**src/rtl/pipe_hazard_pkg.sv**
```systemverilog
// Shared encodings for the 5-stage pipeline hazard controller.
// Forwarding select codes, MUL/DIV occupancy states and the forwarding-select helper.
package pipe_hazard_pkg;

  localparam logic [1:0] FWD_RF  = 2'd0;
  localparam logic [1:0] FWD_MEM = 2'd1;
  localparam logic [1:0] FWD_WB  = 2'd2;

  typedef enum logic [1:0] {
    IDLE = 2'd0,
    BUSY = 2'd1,
    DONE = 2'd2
  } md_state_e;

  // MEM wins over WB because it holds the younger result; r0 is hardwired to zero.
  function automatic logic [1:0] fwd_sel(
    input logic       mem_regwrite,
    input logic [4:0] mem_dest,
    input logic       wb_regwrite,
    input logic [4:0] wb_dest,
    input logic [4:0] src
  );
    if (mem_regwrite && (mem_dest != 5'd0) && (mem_dest == src)) return FWD_MEM;
    if (wb_regwrite && (wb_dest != 5'd0) && (wb_dest == src))    return FWD_WB;
    return FWD_RF;
  endfunction

endpackage

```
**src/rtl/md_occupancy_fsm.sv**
```systemverilog
// MUL/DIV occupancy tracker: holds the EX stage for the configured number of cycles
// and pulses md_done in the final cycle.
module md_occupancy_fsm
  import pipe_hazard_pkg::*;
#(
  parameter int MUL_CYCLES = 4,
  parameter int DIV_CYCLES = 32,
  parameter int CNT_W      = 6
) (
  input  logic clk,
  input  logic resetn,
  input  logic ex_md_start,
  input  logic ex_md_is_div,
  output logic md_busy,
  output logic md_done,
  output logic md_stall
);

  localparam logic [CNT_W-1:0] MUL_LOAD = CNT_W'(MUL_CYCLES - 2);
  localparam logic [CNT_W-1:0] DIV_LOAD = CNT_W'(DIV_CYCLES - 2);

  md_state_e        r_state;
  logic [CNT_W-1:0] r_cnt;
  logic             r_md_busy;
  logic             r_md_done;
  logic [CNT_W-1:0] w_load;

  assign w_load = ex_md_is_div ? DIV_LOAD : MUL_LOAD;

  // Occupancy = 1 issue cycle (IDLE) + cnt BUSY cycles + 1 DONE cycle.
  // r_cnt counts the BUSY cycles still to run; a zero load skips BUSY entirely.
  // NOTE: reset is sampled on the clock edge only, so it sits inside the clocked
  // branch with no reset term in the sensitivity list.
  always_ff @(posedge clk) begin
    if (!resetn) begin
      r_state   <= IDLE;
      r_cnt     <= '0;
      r_md_busy <= 1'b0;
      r_md_done <= 1'b0;
    end else begin
      unique case (r_state)
        IDLE: begin
          r_md_done <= 1'b0;
          if (ex_md_start) begin
            if (w_load == '0) begin
              r_state   <= DONE;
              r_md_done <= 1'b1;
            end else begin
              r_state   <= BUSY;
              r_cnt     <= w_load;
              r_md_busy <= 1'b1;
            end
          end
        end
        BUSY: begin
          r_cnt <= r_cnt - 1'b1;
          if (r_cnt == CNT_W'(1)) begin
            r_state   <= DONE;
            r_md_busy <= 1'b0;
            r_md_done <= 1'b1;
          end
        end
        DONE: begin
          // The finished instruction is still in EX this cycle; its start is ignored.
          r_state   <= IDLE;
          r_md_done <= 1'b0;
        end
        default: begin
          r_state   <= IDLE;
          r_md_busy <= 1'b0;
          r_md_done <= 1'b0;
        end
      endcase
    end
  end

  assign md_busy  = r_md_busy;
  assign md_done  = r_md_done;
  assign md_stall = ((r_state == IDLE) && ex_md_start) || (r_state == BUSY);

endmodule

```
**src/rtl/pipe_hazard_ctrl.sv**
```systemverilog
// Hazard/sequencing controller for the IF/ID/EX/MEM/WB pipeline: forwarding, load-use
// bubbles, branch flush and MUL/DIV freeze. Optional counters under HAZARD_PERF_EN.
module pipe_hazard_ctrl
  import pipe_hazard_pkg::*;
#(
  parameter int MUL_CYCLES = 4,
  parameter int DIV_CYCLES = 32,
  parameter int CNT_W      = 6
) (
  input  logic       clk,
  input  logic       resetn,
  input  logic [4:0] id_rs,
  input  logic [4:0] id_rt,
  input  logic       id_use_rs,
  input  logic       id_use_rt,
  input  logic       id_branch_taken,
  input  logic [4:0] ex_rs,
  input  logic [4:0] ex_rt,
  input  logic [4:0] ex_dest,
  input  logic       ex_regwrite,
  input  logic       ex_is_load,
  input  logic       ex_md_start,
  input  logic       ex_md_is_div,
  input  logic [4:0] mem_dest,
  input  logic       mem_regwrite,
  input  logic [4:0] wb_dest,
  input  logic       wb_regwrite,
  output logic [1:0] fwd_a_sel,
  output logic [1:0] fwd_b_sel,
  output logic       stall_pc,
  output logic       stall_if_id,
  output logic       stall_id_ex,
  output logic       flush_if_id,
  output logic       flush_id_ex,
  output logic       flush_ex_mem,
  output logic       md_busy,
  output logic       md_done
`ifdef HAZARD_PERF_EN
  ,
  output logic [31:0] perf_lu_cnt,
  output logic [31:0] perf_md_cnt
`endif
);

  logic w_lu;
  logic w_md_stall;

  assign fwd_a_sel = fwd_sel(mem_regwrite, mem_dest, wb_regwrite, wb_dest, ex_rs);
  assign fwd_b_sel = fwd_sel(mem_regwrite, mem_dest, wb_regwrite, wb_dest, ex_rt);

  assign w_lu = ex_is_load && ex_regwrite && (ex_dest != 5'd0) &&
                ((id_use_rs && (id_rs == ex_dest)) || (id_use_rt && (id_rt == ex_dest)));

  md_occupancy_fsm #(
    .MUL_CYCLES (MUL_CYCLES),
    .DIV_CYCLES (DIV_CYCLES),
    .CNT_W      (CNT_W)
  ) u_md_fsm (
    .clk          (clk),
    .resetn       (resetn),
    .ex_md_start  (ex_md_start),
    .ex_md_is_div (ex_md_is_div),
    .md_busy      (md_busy),
    .md_done      (md_done),
    .md_stall     (w_md_stall)
  );

  // A MUL/DIV freeze holds ID/EX in place, so a concurrent load-use must not bubble it.
  assign stall_pc     = w_md_stall || w_lu;
  assign stall_if_id  = w_md_stall || w_lu;
  assign stall_id_ex  = w_md_stall;
  assign flush_id_ex  = w_lu && !w_md_stall;
  assign flush_ex_mem = w_md_stall;
  assign flush_if_id  = id_branch_taken && !w_lu && !w_md_stall;

`ifdef HAZARD_PERF_EN
  logic [31:0] r_perf_lu_cnt;
  logic [31:0] r_perf_md_cnt;

  always_ff @(posedge clk) begin
    if (!resetn) begin
      r_perf_lu_cnt <= '0;
      r_perf_md_cnt <= '0;
    end else begin
      if (flush_id_ex) r_perf_lu_cnt <= r_perf_lu_cnt + 32'd1;
      if (w_md_stall)  r_perf_md_cnt <= r_perf_md_cnt + 32'd1;
    end
  end

  assign perf_lu_cnt = r_perf_lu_cnt;
  assign perf_md_cnt = r_perf_md_cnt;
`endif

endmodule

```
**config.mk**
```make
export PLATFORM = sky130hd
export DESIGN_NAME = pipe_hazard_ctrl
export DESIGN_NICKNAME = d
export VERILOG_FILES = /design/src/rtl/pipe_hazard_pkg.sv /design/src/rtl/md_occupancy_fsm.sv /design/src/rtl/pipe_hazard_ctrl.sv
export SDC_FILE = /design/constraint.sdc
export NUM_CORES = 1
export LEC_CHECK = 0
export ABC_AREA = 1
export CAP_MARGIN = 20
export CELL_PAD_IN_SITES_DETAIL_PLACEMENT = 1
export CELL_PAD_IN_SITES_GLOBAL_PLACEMENT = 2
export CORE_ASPECT_RATIO = 1.4
export CORE_MARGIN = 1.5
export CORE_UTILIZATION = 20
export CTS_CLUSTER_DIAMETER = 40
export DETAILED_ROUTE_END_ITERATION = 16
export GPL_TIMING_DRIVEN = 0
export PLACE_DENSITY = 0.93
export REMOVE_ABC_BUFFERS = 1
export SLEW_MARGIN = 20
export SYNTH_ARGS = -nofsm -noshare
export SYNTH_HDL_FRONTEND = slang
export SYNTH_HIERARCHICAL = 1
export SYNTH_SLANG_ARGS = --single-unit
```
**constraint.sdc**
```tcl
create_clock -name clk -period 3.9 [get_ports clk]
set_clock_uncertainty 0.2 [all_clocks]
set_input_delay 0.585 -clock clk [delete_from_list [all_inputs] [get_ports clk]]
set_output_delay 0.585 -clock clk [all_outputs]
set_load 0.005 [all_outputs]
```
==> impl_summary.log, run 1 <==
INFO  metric run_status = finished, final reports clean
INFO  metric series_of_cell_instances_along_the_critical_path = clkdlybuf4s50_1, inv_2, nand2_1, nand2_1, nor2_1, nand3_1, nand2_1, nand2_2, nor2_1, clkdlybuf4s50_1
INFO  metric chipHeight = 90.9 um
INFO  metric h-tree-depth = 1
INFO  metric hp-class = reg -> reg
INFO  metric detailedRoute.firstPassIterationCount = 3
INFO  metric critical_path.endpoint_type = output port
INFO  metric netSwitchingFraction = 0.321
INFO  metric yosys_warnings = 6
INFO  metric core.rowCount = 31
INFO  metric cp-start-kind = primary input
INFO  metric power_frac_comb = 0.436
INFO  metric drc = 0
INFO  metric proportion_of_synthesized_area_in_mux_cells = 0
INFO  metric cts_post_setup_buffers_inserted = 0
INFO  metric fmax = 0.330 GHz
INFO  metric report.final.setup_viol = 0
INFO  metric timing.final.crit_share = 0.776
INFO  metric reg2reg_from = u_md_fsm/r_cnt[0]
INFO  metric ir_drop = 82.9 uV
INFO  metric floorplan.die.width = 65.8 um
INFO  metric clk_latency = 230 ps
INFO  metric critPathMaxFanout = 4
INFO  metric dominantRegCellSynth = dfxtp_1
INFO  metric hold_buffers = 0
INFO  metric dpl_worst_slack = 826 ps
INFO  metric critical_path_arrival = 2240 ps
INFO  metric rsz_0062_raised_after_global_routing = false
INFO  metric path_delay_family = buffers and inverters
INFO  metric p_int = 272 uW
INFO  metric final_cell_mix = 57 x clkdlybuf4s50_1, 41 x nand2_1, 24 x nor2_1
INFO  metric clk_tree_root_cell = clkbuf_8
INFO  metric grt_pass1_wl = 5.73 mm
INFO  metric first_iter_violations = 17
INFO  metric postSynthCellCount = 177
INFO  metric timing_max_transition_violations_final = 0
INFO  metric antenna_cells_inserted = 0
INFO  metric power_frac_clock = 0.261
INFO  metric fill_cells = 681
INFO  metric crit_path_required_time = 3120 ps
INFO  metric die_area = 0.00598 mm^2
INFO  metric multi_input_area = 771 um^2
INFO  metric grtUsageTotal = 0.116
INFO  metric yosys_register_bits = 10
INFO  metric netlist_area = 0.00110 mm^2
INFO  metric power.static_leakage = 0.000802 uW
INFO  metric clkSinkCount = 10
INFO  metric ff2ff_path_depth = 7
INFO  metric syn_avg_cell_area = 6.23 um^2
INFO  metric design.portCount = 58
INFO  metric crit_top_cell = nand2_1
INFO  metric routedWlPerCell = 10.3 um
INFO  metric worst_setup_path_startpoint = ex_dest[3]
INFO  metric globalRoute.totalOverflow = 0
INFO  metric place_congestion = 0.733
INFO  metric drive_above_1_share = 0.136
INFO  metric max_cap_violations = 0
INFO  metric total_core_area = 0.00524 mm^2
INFO  metric layout_commonest_cell = clkdlybuf4s50_1
INFO  metric min_delay_path_depth = 2
INFO  metric cts_made_buffers = 3
INFO  metric worst_pin_slew = 270 ps
INFO  metric grt_pass1_vias = 1,382
INFO  metric buffer_ports.inserted = 57
INFO  metric synth-adder-area-share = 0.0227
INFO  metric criticalPathCategory = in -> out
INFO  metric finalHoldWorstSlack = 260 ps
INFO  metric cts_buffer_depth = 2
INFO  metric final-seq-area = 200 um^2
INFO  metric path_clk_slew = 40 ps
INFO  metric yosys.cell_types.count = 24
INFO  metric timing.critical_path.slowest_stage_cell = clkdlybuf4s50_1
INFO  metric worst_path_largest_cell_delay = 550 ps
INFO  metric number_of_antenna_violations_at_the_first_check_in_global_routing = 0
INFO  metric synth_enable_flop_cells = 0
INFO  metric timing.final.crit_period = 3030 ps
INFO  metric area_growth = 61.6%
INFO  metric synth-simple-area-share = 0.432
INFO  metric route.detailed.vias_per_inst = 4.16
INFO  metric initial_utilization = 0.211
INFO  metric netSwitchingPower = 128 uW
INFO  metric synth_top_family_by_area = simple AND/OR/NAND/NOR gates
INFO  metric min_from = u_md_fsm/md_done
INFO  metric tritoncts = yes
INFO  metric worstPathBufferInverterCount = 3
INFO  metric hpwlAfterDp = 2.77 mm
INFO  metric post_cts_resize_count = 0
INFO  metric synthesized_area_fraction_occupied_by_xor_and_xnor_cells = 0.175
INFO  metric routed_wire_length = 3.11 mm
INFO  metric synth_compound_gate_area_share = 0.0692
INFO  metric via_count = 1,252
INFO  metric grt_max_degree = 8
INFO  metric power-per-cell-area = 225 mW/mm^2
INFO  metric async_flop_share = 0
INFO  metric timing.slew.headroom = 0.820
INFO  metric seqPwrFrac = 0.302
INFO  metric fin_ws = 873 ps
INFO  metric finalSetupTns = 0 ps
INFO  metric sequential_element_share_of_the_synthesized_area = 0.181
INFO  metric final_net_count = 285
INFO  metric hold_violations = 0
INFO  metric worst-path-stages = 10
INFO  metric antenna_violating_nets_post_route = 0
## Yosys cell counts (2+ instances only)
cell,number,share of area
nand2_1,41,0.14
nor2_1,24,0.082
inv_1,23,0.078
xor2_1,14,0.11
dfxtp_1,10,0.18
nand3_1,9,0.041
xnor2_1,8,0.063
inv_2,6,0.020
nor2_2,6,0.034
a21oi_1,5,0.023
nand2_2,4,0.023
o21ai_1,4,0.018
nand2_4,3,0.031
nand3_2,3,0.027
nand4_1,3,0.017
a21oi_2,2,0.016
buf_4,2,0.014
ha_1,2,0.023
nor3_1,2,0.0091
nor3_2,2,0.018
## final timing paths
kind         slack [ps]           endpoint
max                 870        flush_id_ex
min                 260   u_md_fsm/md_done
max reg2reg        2500  u_md_fsm/r_cnt[2]
min reg2reg         260   u_md_fsm/md_done
## layer usage
metal	routed length (um)	GRT usage	vias to the layer above
met5	0	0	-
met4	10	0.0260	0
met3	110	0.0150	2
met2	1790	0.231	31
met1	1200	0.122	558
li1	-	-	661
## tightest hold or removal path: stages (launching register included)
cell,delay (ps)
dfxtp_1,300
inv_1,60
a21oi_2,50
## power groups by stage
stage | combinational, uW | clock (uW) | sequential (uW)
finish | 175 | 105 | 121
detailed placement | 177 | 0 | 123
global route | 195 | 114 | 123
floorplan | 89.9 | 0 | 121
CTS | 178 | 107 | 121
global placement | 172 | 0 | 123
## state kept, by name (all words and copies together) (netlist names)
| register | count |
|---|---|
| u_md_fsm/md_busy | 1 |
| u_md_fsm/md_done | 1 |
| u_md_fsm/r_cnt | 6 |
| u_md_fsm/r_state | 2 |
## cells by family after synthesis
kind of cell / Yosys count
AND/OR/NAND/NOR: 98
buffers and inverters: 32
XOR/XNOR: 22
AO/OA/AOI/OAI: 13
flip-flops: 10
adder cells (fa/ha/maj): 2
## through the flow
step | instances | power (uW) | instance area (um^2) | utilization
floorplan | 175 | 211 | 1090 | -
global placement | 298 | 295 | 1740 | 0.333
detailed placement | 298 | 300 | 1740 | 0.333
CTS | 301 | 406 | 1780 | 0.341
global route | 301 | 432 | 1780 | 0.341
finish | 301 | 401 | 1780 | 0.341
## layout make-up
cell class / count / area share
clock buffers: 3 / 0.0232
well taps: 66 / 0.0463
flip-flops and latches: 10 / 0.112
inverters: 30 / 0.0660
repair buffers: 57 / 0.320
multi-input cells: 135 / 0.432
Power figures use the tool's default switching activity.
==> inputs of run 2 (changes only) <==
--- a/config.mk
+++ b/config.mk
@@ -11,11 +11,11 @@
 export CELL_PAD_IN_SITES_GLOBAL_PLACEMENT = 2
 export CORE_ASPECT_RATIO = 1.4
 export CORE_MARGIN = 1.5
-export CORE_UTILIZATION = 20
+export CORE_UTILIZATION = 17
 export CTS_CLUSTER_DIAMETER = 40
 export DETAILED_ROUTE_END_ITERATION = 16
 export GPL_TIMING_DRIVEN = 0
-export PLACE_DENSITY = 0.93
+export PLACE_DENSITY = 0.85
 export REMOVE_ABC_BUFFERS = 1
 export SLEW_MARGIN = 20
 export SYNTH_ARGS = -nofsm -noshare
==> constraint.sdc (replaced) <==
create_clock -name clk -period 2.7 [get_ports clk]
set_clock_uncertainty 0.2 [all_clocks]
set_input_delay 0.405 -clock clk [delete_from_list [all_inputs] [get_ports clk]]
set_output_delay 0.405 -clock clk [all_outputs]
set_load 0.005 [all_outputs]
==> impl_summary.log, run 2 (synthesized netlist as in run 1, its figures left out) <==
INFO  metric run_status = finished, final reports clean
INFO  metric fmax = 0.389 GHz
INFO  metric cts_made_buffers = 3
INFO  metric netSwitchingFraction = 0.322
INFO  metric grtUsageTotal = 0.0936
INFO  metric fill_cells = 772
INFO  metric antenna_cells_inserted = 0
INFO  metric core.rowCount = 34
INFO  metric clk_tree_root_cell = clkbuf_8
INFO  metric dpl_worst_slack = 16.7 ps
INFO  metric max_reg_flops = 6
INFO  metric initial_utilization = 0.176
INFO  metric netSwitchingPower = 186 uW
INFO  metric via_count = 1,216
INFO  metric timing_max_transition_violations_final = 0
INFO  metric finalSetupTns = 0 ps
INFO  metric timing.final.crit_share = 0.951
INFO  metric grt_max_degree = 8
INFO  metric power.static_leakage = 0.000878 uW
INFO  metric buffer_ports.inserted = 57
INFO  metric area_of_all_placed_cells_without_fillers = 0.00182 mm^2
INFO  metric ir_drop = 107 uV
INFO  metric globalRoute.totalOverflow = 0
INFO  metric seqPwrFrac = 0.304
INFO  metric layout_commonest_cell = clkdlybuf4s50_1
INFO  metric h-tree-depth = 1
INFO  metric crit_path_required_time = 2100 ps
INFO  metric report.final.setup_viol = 0
INFO  metric place_inst = 304
INFO  metric p_int = 392 uW
INFO  metric grt_pass1_vias = 1,247
INFO  metric fin_ws = 131 ps
INFO  metric largestRegisters = u_md_fsm/r_cnt: 6 flops, u_md_fsm/r_state: 2 flops
INFO  metric reg2reg_from = u_md_fsm/r_cnt[0]
INFO  metric final-seq-area = 200 um^2
INFO  metric report.power.total = 578 uW
INFO  metric drive_above_1_share = 0.140
INFO  metric clk_latency = 240 ps
INFO  metric hpwlAfterDp = 2.83 mm
INFO  metric number_of_antenna_violations_at_the_first_check_in_global_routing = 0
INFO  metric min_from = u_md_fsm/md_done
INFO  metric final_cell_mix = 49 x clkdlybuf4s50_1, 41 x nand2_1, 24 x nor2_1
INFO  metric dpl-instance-area = 0.00175 mm^2
INFO  metric critPathMaxFanout = 3
INFO  metric floorplan.die.width = 71.1 um
INFO  metric total_core_area = 0.00625 mm^2
INFO  metric timing.final.crit_period = 2570 ps
INFO  metric final_cell_count_no_fill = 307
INFO  metric design.portCount = 58
INFO  metric final_net_count = 285
INFO  metric multi_input_area = 776 um^2
INFO  metric tritoncts = yes
INFO  metric first_iter_violations = 12
INFO  metric power_frac_comb = 0.433
INFO  metric max_cap_violations = 0
INFO  metric area_growth = 64.5%
INFO  metric antenna_violating_nets_post_route = 0
INFO  metric power_frac_clock = 0.263
INFO  metric grt_pass1_wl = 5.34 mm
INFO  metric die_area = 0.00699 mm^2
INFO  metric rsz_0062_raised_after_global_routing = true
INFO  metric worst_pin_slew = 268 ps
INFO  metric path_clk_slew = 40 ps
INFO  metric chipHeight = 98.3 um
INFO  metric register_with_the_most_flip_flops = u_md_fsm/r_cnt
INFO  metric cts_buffer_depth = 2
INFO  metric critical_path.endpoint_type = output port
INFO  metric drc = 0
INFO  metric routed_wire_length = 3.14 mm
INFO  metric routedWlPerCell = 10.2 um
INFO  metric clkSinkCount = 10
INFO  metric cp-start-kind = primary input
INFO  metric timing.slew.headroom = 0.821
INFO  metric worst_setup_path_startpoint = wb_dest[2]
INFO  metric hp-class = reg -> reg
INFO  metric place_congestion = 0.721
INFO  metric criticalPathCategory = in -> out
INFO  metric detailedRoute.firstPassIterationCount = 4
INFO  metric hold_violations = 0
INFO  metric power-per-cell-area = 318 mW/mm^2
INFO  metric critical_path_arrival = 1960 ps
INFO  metric route.detailed.vias_per_inst = 3.96
[run 2: cell types whose count changed in the layout (fill, tap and decap cells not counted), sizes merged]
cell,delta
clkdlybuf4s50,-8
dlymetal6s2s,+8
[run 2: repair_timing]
item | 4_1_cts | 5_1_grt
hold buffers | 0 | 0
gates resized for setup | 0 | 9
endpoints found under the setup margin | 0 | 5
buffers inserted | 0 | 0
[run 2: path summary, 6_finish.rpt]
| check | end | slack, ps | cells past startpoint |
|---|---|---|---|
| min | u_md_fsm/md_done | 260 | 2 |
| max reg2reg | u_md_fsm/r_cnt[2] | 1300 | 7 |
| max | fwd_a_sel[1] | 130 | 6 |
| min reg2reg | u_md_fsm/md_done | 260 | 2 |
[run 2: layout make-up]
class,count,area share
Tap cell,72,0.0496
Multi-Input combinational cell,135,0.427
Sequential cell,10,0.110
Inverter,30,0.0648
Timing Repair Buffer,57,0.325
Clock buffer,3,0.0227
[run 2: critical path, cell delays in order]
cell,delay [ps]
clkdlybuf4s50_1,460
xor2_1,180
nor3_1,190
nand3_1,100
nor2_1,110
clkdlybuf4s50_1,500
[run 2: stage by stage]
step                       util  hold WS, ps
after floorplan               -          253
after detailed placement  0.280          258
after global routing      0.290          281
final                     0.290          258
after global placement    0.280          246
after CTS                 0.286          267
[run 2: per-layer routing]
metal,track usage,vias to the layer above,share of wire
li1,-,657,-
met1,0.102,526,0.40
met2,0.183,29,0.56
met3,0.0103,4,0.034
met4,0.0305,0,0.011
met5,0,-,0
[run 2: power by group through the flow]
stage | sequential, uW | clock [uW] | combinational [uW]
final | 175 | 152 | 250
after global routing | 177 | 169 | 281
after CTS | 175 | 162 | 257
after detailed placement | 178 | 0 | 256
after global placement | 178 | 0 | 251
after floorplan | 175 | 0 | 130
==> RTL edit: new RTL, settings of run 1 <==
`CNT_W` is set to 6 in 2 places; all go to 3.
--- a/src/rtl/md_occupancy_fsm.sv
+++ b/src/rtl/md_occupancy_fsm.sv
@@ -5,7 +5,7 @@
 #(
   parameter int MUL_CYCLES = 4,
   parameter int DIV_CYCLES = 32,
-  parameter int CNT_W      = 6
+  parameter int CNT_W      = 3
 ) (
   input  logic clk,
   input  logic resetn,
--- a/src/rtl/pipe_hazard_ctrl.sv
+++ b/src/rtl/pipe_hazard_ctrl.sv
@@ -5,7 +5,7 @@
 #(
   parameter int MUL_CYCLES = 4,
   parameter int DIV_CYCLES = 32,
-  parameter int CNT_W      = 6
+  parameter int CNT_W      = 3
 ) (
   input  logic       clk,
   input  logic       resetn,
Behaviour: not the same (Yosys sat finds a counterexample within 10 cycles, from zero or initial values and one cycle with resetn low).
==> RTL edit against run 1 <==
Final area is 12% lower. Count of clock-buffer cells in the layout up 1. Worst setup slack better by 0.0021 ns. Power is 18% lower. Synthesized cell count fell by 16%. Global-route usage is 0.060 points higher. Wire length fell by 16%. Via count decreased by 15%. Sequential cell count is 3 lower. Area after synthesis decreased by 20%. Sequential power fell by 32%. Die area fell by 19%. Fmax about the same. Highest routed layer is now met3.
==> RTL edit: results (changes against run 1) <==
INFO  metric met1_usage = 0.117 (-0.00498)
INFO  metric multi_input_comb_cells = 114 (-16%)
INFO  metric critPathMaxFanout = 4 (unchanged)
INFO  metric power.share.sequential = 0.249 (-0.053)
INFO  metric placement.setup.worst_slack = 0.828 ns (+0.00205 ns)
INFO  metric multi_input_gate_share_of_total_cell_area = 0.405 (-0.0273)
INFO  metric detailedRoute.firstIterationViolations = 22 (+5)
INFO  metric via_per_inst = 3.98 (-4.3%)
INFO  metric ctsResizeCount = 0 (unchanged)
INFO  metric seq-cell-share = 0.0898 (-0.0225)
INFO  metric hold_path.class = reg2reg
INFO  metric pwr-share-clk = 0.313 (+0.052)
INFO  metric syn_to_final_growth = 76.4%
INFO  metric finish.net_count = 257 (-9.8%)
INFO  metric largestRegisters = u_md_fsm/r_cnt (3), u_md_fsm/r_state (2)
INFO  metric outcome = finished clean
INFO  metric postSynth.asyncResetShare = 0 (unchanged)
INFO  metric clock_area_frac = 0.0289 (+0.00571)
INFO  metric ir_worst_vdd = 83.5 uV (+0.70%)
INFO  metric routed_wire_length_per_instance = 9.81 microns (-5.1%)
INFO  metric met3_grt_util = 0.00472 (-0.0102)
INFO  metric synthTopCellsByCount = 40 x sky130_fd_sc_hd__nand2_1, 22 x sky130_fd_sc_hd__inv_1, 20 x sky130_fd_sc_hd__nor2_1
INFO  metric port_buf_inserts = 57 (unchanged)
INFO  metric power_leakage = 0.708 nW (-12%)
INFO  metric finalWeightedCongestion = 0.752 (+2.6%)
INFO  metric fin_cells = 268 (-11%)
INFO  metric clock_buffer_count = 4 (+1)
INFO  metric first_global_vias = 1098 (-21%)
INFO  metric power.share.switching = 0.301 (-0.0198)
INFO  metric ys_seq_elements = 7 (-3)
INFO  metric groute.usage.overall = 0.117 (+0.000600)
INFO  metric cts.path.max_buffers = 2 (unchanged)
INFO  metric drive_above_1_share = 0.0913 (-0.0448)
INFO  metric num_antenna_cells = 0 (unchanged)
INFO  metric grt_pass1_wl = 4.37 mm (-24%)
INFO  metric bufAreaShareNonClock = 0.366 (+0.0457)
INFO  metric synth_area_leaders = sky130_fd_sc_hd__nand2_1 17%, sky130_fd_sc_hd__dfxtp_1 16%, sky130_fd_sc_hd__xor2_1 12%
INFO  metric inverters = 26 (-13%)
INFO  metric synth_cell_types = 23 (-4.2%)
INFO  metric grt.met2_usage = 0.238 (+0.00698)
INFO  metric maxSlewHeadroom = 0.819 (about the same)
INFO  metric detailedPlacementHpwl = 2.42 mm (-13%)
INFO  metric nFillCells = 558 (-18%)
INFO  metric cell_area_placed = 0.00152 sq mm (-13%)
INFO  metric drt-pass1-iter-count = 2 (-1)
INFO  metric synth_seq_area_share = 0.158 (-0.0230)
INFO  metric cts_max_level = 1 (unchanged)
INFO  metric synth_ff_type = sky130_fd_sc_hd__dfxtp_1
INFO  metric syn_avg_cell_area = 5.94 sq um (-4.8%)
INFO  metric grt_start_max_net_pins = 7 (-1)
INFO  metric area.sequential = 140 sq um (-30%)
[RTL edit: cell types whose count changed after synthesis, moves of 3 or more]
cell and delta:
sky130_fd_sc_hd__dfxtp_1 -3, sky130_fd_sc_hd__nand2_4 -3, sky130_fd_sc_hd__nor2_1 -4, sky130_fd_sc_hd__nor2_2 -4
sky130_fd_sc_hd__o21ai_1 -3
[RTL edit: routing by layer]
| metal | up-vias | part of all wire | wire [microns] |
|---|---|---|---|
| met1 | 473 | 0.36 | 949 |
| met5 | - | 0 | 0 |
| met3 | 0 | 0.022 | 57 |
| met4 | 0 | 0 | 0 |
| li1 | 571 | - | - |
| met2 | 23 | 0.62 | 1620 |
[RTL edit: cells by family (layout without fill, tap and decap cells)]
| logic type | after synthesis | count (layout) | synth area share |
|---|---|---|---|
| AOI/OAI and AO/OA | 10 | 10 | 0.0679 |
| and+or+nand+nor | 82 | 82 | 0.420 |
| xor gates and xnor gates | 20 | 20 | 0.198 |
| DFF | 7 | 7 | 0.158 |
| buffers and inverters | 28 | 87 | 0.127 |
| adders and majority gates | 2 | 2 | 0.0283 |
[RTL edit: critical path: cells and delay by family]
family,cells,cell delay [ns]
buf+inv,3,1.13
simple gates,7,0.53
[RTL edit: path summary, 6_finish.rpt]
kind,start,endpoint,slack [ns],depth (start not counted)
hold / removal,u_md_fsm/md_done,u_md_fsm/md_done,0.28,2
setup reg to reg,u_md_fsm/r_cnt[0],u_md_fsm/r_cnt[2],2.60,8
hold reg to reg,u_md_fsm/md_done,u_md_fsm/md_done,0.28,2
setup / recovery,ex_dest[3],flush_id_ex,0.88,10
